--- src/rtl/pwm_duty_sched.sv ---
// Duty-cycle scheduler for the 11-bit complementary PWM: ramps duty toward an accepted
// target in bounded steps at period boundaries. Optional clamp: PWM_DUTY_SCHED_DUTY_CLAMP_EN.
module pwm_duty_sched #(
  parameter int STEP     = 16,
  parameter int RAMP_DIV = 4,
  parameter int MIN_DUTY = 64,
  parameter int MAX_DUTY = 1983
) (
  input  logic        clk,
  input  logic        rst,
  input  logic        estop,
  input  logic        prd_wrap,
  input  logic [10:0] tgt_duty,
  input  logic        tgt_vld,
  output logic        tgt_rdy,
  output logic [10:0] duty,
  output logic        ramping,
  output logic        ramp_done
);

  typedef enum logic [1:0] {IDLE, RAMP, STOP} state_t;

  localparam int          DIV_W   = (RAMP_DIV > 1) ? $clog2(RAMP_DIV) : 1;
  localparam logic [11:0] STEP_W  = 12'(STEP);
  localparam logic [10:0] STEP_D  = 11'(STEP);
  localparam logic [10:0] MID     = 11'd1024;
  localparam logic [DIV_W-1:0] DIV_LAST = DIV_W'(RAMP_DIV - 1);

  state_t            r_state, w_state_nxt;
  logic [10:0]       r_tgt, w_tgt_nxt;
  logic [10:0]       r_duty, w_duty_nxt;
  logic [DIV_W-1:0]  r_div, w_div_nxt;
  logic              r_ramping, r_ramp_done, w_done_nxt;
  logic              r_rst_q;

  logic              w_accept;
  logic [10:0]       w_tgt_in;
  logic signed [11:0] w_diff;
  logic [11:0]       w_mag;
  logic [10:0]       w_stepped;
  logic              w_update;

`ifdef PWM_DUTY_SCHED_DUTY_CLAMP_EN
  localparam logic [10:0] LO = 11'(MIN_DUTY);
  localparam logic [10:0] HI = 11'(MAX_DUTY);
  assign w_tgt_in = (tgt_duty < LO) ? LO : (tgt_duty > HI) ? HI : tgt_duty;
`else
  assign w_tgt_in = tgt_duty;
`endif

  // estop gates readiness combinationally so no target slips in on the stop edge.
  assign tgt_rdy  = ~r_rst_q & ~estop;
  assign w_accept = tgt_vld & tgt_rdy;

  // Magnitude above STEP guarantees duty +/- STEP stays inside 0..2047 and short of target.
  assign w_diff    = $signed({1'b0, r_tgt}) - $signed({1'b0, r_duty});
  assign w_mag     = w_diff[11] ? 12'(-w_diff) : 12'(w_diff);
  assign w_stepped = (w_mag <= STEP_W) ? r_tgt
                   : w_diff[11]        ? r_duty - STEP_D
                   :                     r_duty + STEP_D;
  assign w_update  = (r_state == RAMP) && prd_wrap && (r_div == DIV_LAST);

  // NOTE: every combinational output gets a default first so no path can infer a latch.
  always_comb begin
    w_state_nxt = r_state;
    w_tgt_nxt   = r_tgt;
    w_duty_nxt  = r_duty;
    w_div_nxt   = r_div;
    w_done_nxt  = 1'b0;
    if (estop) begin
      w_state_nxt = STOP;
      w_tgt_nxt   = MID;
      w_duty_nxt  = MID;
      w_div_nxt   = '0;
    end else begin
      unique case (r_state)
        IDLE, STOP: begin
          w_state_nxt = IDLE;
          if (w_accept) begin
            w_tgt_nxt = w_tgt_in;
            if (w_tgt_in != r_duty) begin
              w_state_nxt = RAMP;
              w_div_nxt   = '0;
            end
          end
        end
        RAMP: begin
          if (prd_wrap) begin
            if (w_update) begin
              w_div_nxt  = '0;
              w_duty_nxt = w_stepped;
            end else begin
              w_div_nxt = r_div + 1'b1;
            end
          end
          // The update above used the old target; a same-edge accept only matters from here on.
          if (w_accept) w_tgt_nxt = w_tgt_in;
          if (w_duty_nxt == w_tgt_nxt) begin
            w_state_nxt = IDLE;
            w_done_nxt  = w_update;
          end
        end
        default: w_state_nxt = IDLE;
      endcase
    end
  end

  // NOTE: state registers use non-blocking assignments so every flop samples pre-edge values.
  always_ff @(posedge clk) begin
    if (rst) begin
      r_state     <= IDLE;
      r_tgt       <= MID;
      r_duty      <= MID;
      r_div       <= '0;
      r_ramping   <= 1'b0;
      r_ramp_done <= 1'b0;
      r_rst_q     <= 1'b1;
    end else begin
      r_state     <= w_state_nxt;
      r_tgt       <= w_tgt_nxt;
      r_duty      <= w_duty_nxt;
      r_div       <= w_div_nxt;
      r_ramping   <= (w_state_nxt == RAMP);
      r_ramp_done <= w_done_nxt;
      r_rst_q     <= 1'b0;
    end
  end

  assign duty      = r_duty;
  assign ramping   = r_ramping;
  assign ramp_done = r_ramp_done;

endmodule

--- config.mk ---
export PLATFORM = sky130hd
export DESIGN_NAME = pwm_duty_sched
export DESIGN_NICKNAME = d
export VERILOG_FILES = /design/src/rtl/pwm_duty_sched.sv
export SDC_FILE = /design/constraint.sdc
export NUM_CORES = 1
export LEC_CHECK = 0
export ABC_AREA = 1
export CAP_MARGIN = 40
export CORE_UTILIZATION = 50
export CTS_CLUSTER_DIAMETER = 30
export DETAILED_ROUTE_END_ITERATION = 6
export PLACE_DENSITY = 0.71
export SLEW_MARGIN = 15
export SYNTH_ARGS = -nofsm -noshare
export SYNTH_HDL_FRONTEND = slang
export SYNTH_SLANG_ARGS = --single-unit
--- constraint.sdc ---
create_clock -name clk -period 5 [get_ports clk]
set_clock_uncertainty 0.2 [all_clocks]
set_input_delay 0.75 -clock clk [delete_from_list [all_inputs] [get_ports clk]]
set_output_delay 0.75 -clock clk [all_outputs]
set_load 0.02 [all_outputs]
==> key figures <==
Yosys
  – Yosys top cell area share: about 18%
  – Post-synth top area cell: dfxtp_1
  – Synth Instances: about 500
  – FF+latch count, synth: 29
  – Post-Syn Area per Cell: 6.21 um2
  – Top cells by area, synth: dfxtp_1 18%, nand2_1 18%, inv_1 10%
  – Synth Flop Type: dfxtp_1
  – Post-synth cell types: 38
  – Synthesized area: between 3000 and 4000 um2
  – Syn_nets: ~540
  – Seq/Total Area, Yosys: a little under a fifth
  – EDFF count, synth: 0
  – Synth warn: 0
  – Asr flop ratio synth: 0%

Floorplan
  – Initial core utilization: a little over half
  – Core Box Area: 5990 um2
  – Die ar.: roughly 6600 um2
  – Row count: 28
  – IO Count: 30
  – Die Ht: between 80 and 90 um
  – Die Wd: 81.3 um

Clock network
  – CTS tree: yes
  – Max clock buf depth: 2
  – Clock insertion delay at the later pin of the skew report: between 0.2 and 0.3 ns
  – H-tree Lvls: 2
  – Cts bufs inserted: 5
  – CTS sink cnt: 29
  – Clock edge transition at the registers on the reported setup and hold paths: roughly 0.070 ns
  – Setup bufs post-CTS: 0
  – Clock Tree Root: clkbuf_8
  – Post-cts resize count: 0
  – # hold bufs at CTS: 0

Timing
  – RSZ-0062 raised after global routing: false
  – Final slew viol count: 0
  – Actual slew at the worst max-slew pin: 0.753 ns
  – Hold_ws: approximately 0.32 ns
  – Max Freq: between 200 and 250 MHz
  – Worst slew margin: between 40 and 50%
  – Post-Route Setup TNS: 0 ns
  – Final min period: between 4 and 5 ns
  – Final setup violation count: 0
  – Final hold vios: 0
  – Tcrit/Tclk final: 80.0%

Final layout
  – Diode count: 0
  – Filler Cells Inserted: 579
  – Non-Filler Instances: between 600 and 700
  – Area Growth Syn to Fin: 14.6%
  – Leading cell type in the layout, fill and taps excluded: nand2_1
  – NumNets Final: ~570
  – Area of the multi-input gates: 2170 um2
  – Layout cells sized above 1: between 10 and 15%
  – Most frequent cells in the layout: 151 x nand2_1, 86 x inv_1, 35 x nand3_1, 29 x dfxtp_1, 29 x clkdlybuf4s50_1
  – Sequential Area: between 500 and 600 um2
  – Final Core Density: between 60 and 70%

Min path
  – WHS Path Cells: 2
  – Hold path startpoint: r_tgt[3]
  – Hold Path Class: reg -> reg
  – Worst Hold End: duty[3]

Critical path
  – CP most frequent cell: nand2_1
  – Reg2reg end: ramping
  – R2R setup slack: 1.0 ns
  – Critical Path RT: between 4 and 5 ns
  – Origin of the worst setup path: duty[4]
  – Worst r2r src: duty[4]
  – CP endpoint kind: register
  – Critical path launch point type: register
  – Crit path kind: reg -> reg
  – CP max stage delay: 0.51 ns
  – R2R depth: 28
  – Crit Path Max Fanout: 8
  – Critical-path top delay cell: dfxtp_1
  – Data arrival time of the critical path: roughly 4 ns

Global route
  – Gr usage total: between 20% and 30%
  – Largest net degree at the start of global routing: 24
  – First-pass GRT wire length: roughly 13 mm
  – Number of global-route vias before repair: about 2,900
  – Total congestion overflow: 0
  – Initial antenna violation count: 0

Route
  – Antenna-violating nets left: 0
  – Iter 0 DRT Violations: roughly 140
  – Residual DRC: 0
  – Via count: around 3,200
  – WL final: 8.10 mm
  – TritonRoute pass-1 iters: 5
  – DR WL/cell: approximately 13 um
  – DR vias/cell: roughly 5.2

Power
  – Internal power: between 0.4 and 0.5 mW
  – Max VDD drop: roughly 0.00018 V
  – Reg power frac: a little under a third
  – Sw Ratio: between 30% and 40%
  – PwrDens: 217 nW/um2
  – Combinational power share: 37.0%
  – Switching power: ~0.28 mW
  – Leak: 2.10 nW
  – Clk network pwr share: approximately a third

Run
  – Max_cap viols: 0

Outcome
  – Status: complete, no violations

Placed design
  – Placed insts: ~600
  – Port buffer count: 29
  – RD Place Congestion: 0.943
  – Post-DP HPWL: 6.55 mm
==> routing by layer <==
layer,routed length [um],vias up,GRT usage [%],part of all wire [%]
met5,0,-,0,0
met1,3630,1455,32.7,45
met3,287,10,2.92,3.5
met4,106,0,6.61,1.3
met2,4080,50,46.6,50
li1,-,1651,-,-
==> cell usage after synthesis (4+ instances only) <==
library cell	number
nand2_2	20
nand4_1	6
inv_1	86
nand2_1	151
nor2_2	8
nor2_1	23
clkbuf_1	6
dfxtp_1	29
a21oi_1	28
ha_1	17
nand2_4	5
inv_2	4
nand3_2	16
xor2_1	15
nand3_1	35
o21ai_0	25
==> state kept, by name, indices dropped and copies added (netlist names) <==
name,cells
ramping,1
duty,11
r_rst_q,1
r_tgt,11
r_state,2
ramp_done,1
r_div,2
==> layout make-up <==
| type | instances | share of cell area [%] |
|---|---|---|
| multi-input cells | 377 | 60.3 |
| well taps | 75 | 2.61 |
| flip-flops and latches | 29 | 16.1 |
| clock buffers | 7 | 2.40 |
| clock inverters | 1 | 0.834 |
| inverters | 91 | 9.52 |
| repair buffers | 30 | 8.27 |
==> cells by family after synthesis <==
group                      count (synthesis)  synth area share, %
xor gates and xnor gates                  17                 4.74
adders and majority gates                 19                 8.04
AOI/OAI and AO/OA                         66                 11.9
buffers and inverters                    100                 12.5
and+or+nand+nor                          275                 44.4
DFF                                       29                 18.5
==> per-stage QoR <==
stage          instance area (um2)  total power [mW]  setup WS (ns)
2_1_floorplan                 3140             0.471           1.35
3_5_place_dp                  3490             0.532           1.01
5_1_grt                       3600             0.824          0.588
3_3_place_gp                  3490             0.528           1.16
6_report                      3600             0.781          0.999
4_1_cts                       3600             0.785          0.996
==> how the worst max path moves through the flow <==
stage                       endpoint  slack [ns]  cells after the start
after floorplan           r_state[0]        1.35                     29
after detailed placement     ramping        1.01                     28
after global routing      r_state[0]        0.59                     28
final                        ramping         1.0                     28
after global placement       ramping        1.16                     28
after CTS                    ramping         1.0                     28
==> critical path: cells and delay by family, from the launching register on <==
family	cells	cell delay (ns)
and+or+nand+nor	16	1.37
adders and majority gates	2	0.75
AOI/OAI and AO/OA	5	0.67
DFF	1	0.51
buffers and inverters	4	0.25
xor gates and xnor gates	1	0.13
==> power groups by stage <==
stage	registers (mW)	clock network [mW]	logic [mW]
after floorplan	0.242	0	0.229
after global placement	0.243	0	0.285
after detailed placement	0.243	0	0.289
after CTS	0.238	0.257	0.290
after global routing	0.238	0.266	0.320
final	0.238	0.254	0.289
No activity file was read; power rests on OpenSTA's default activity.
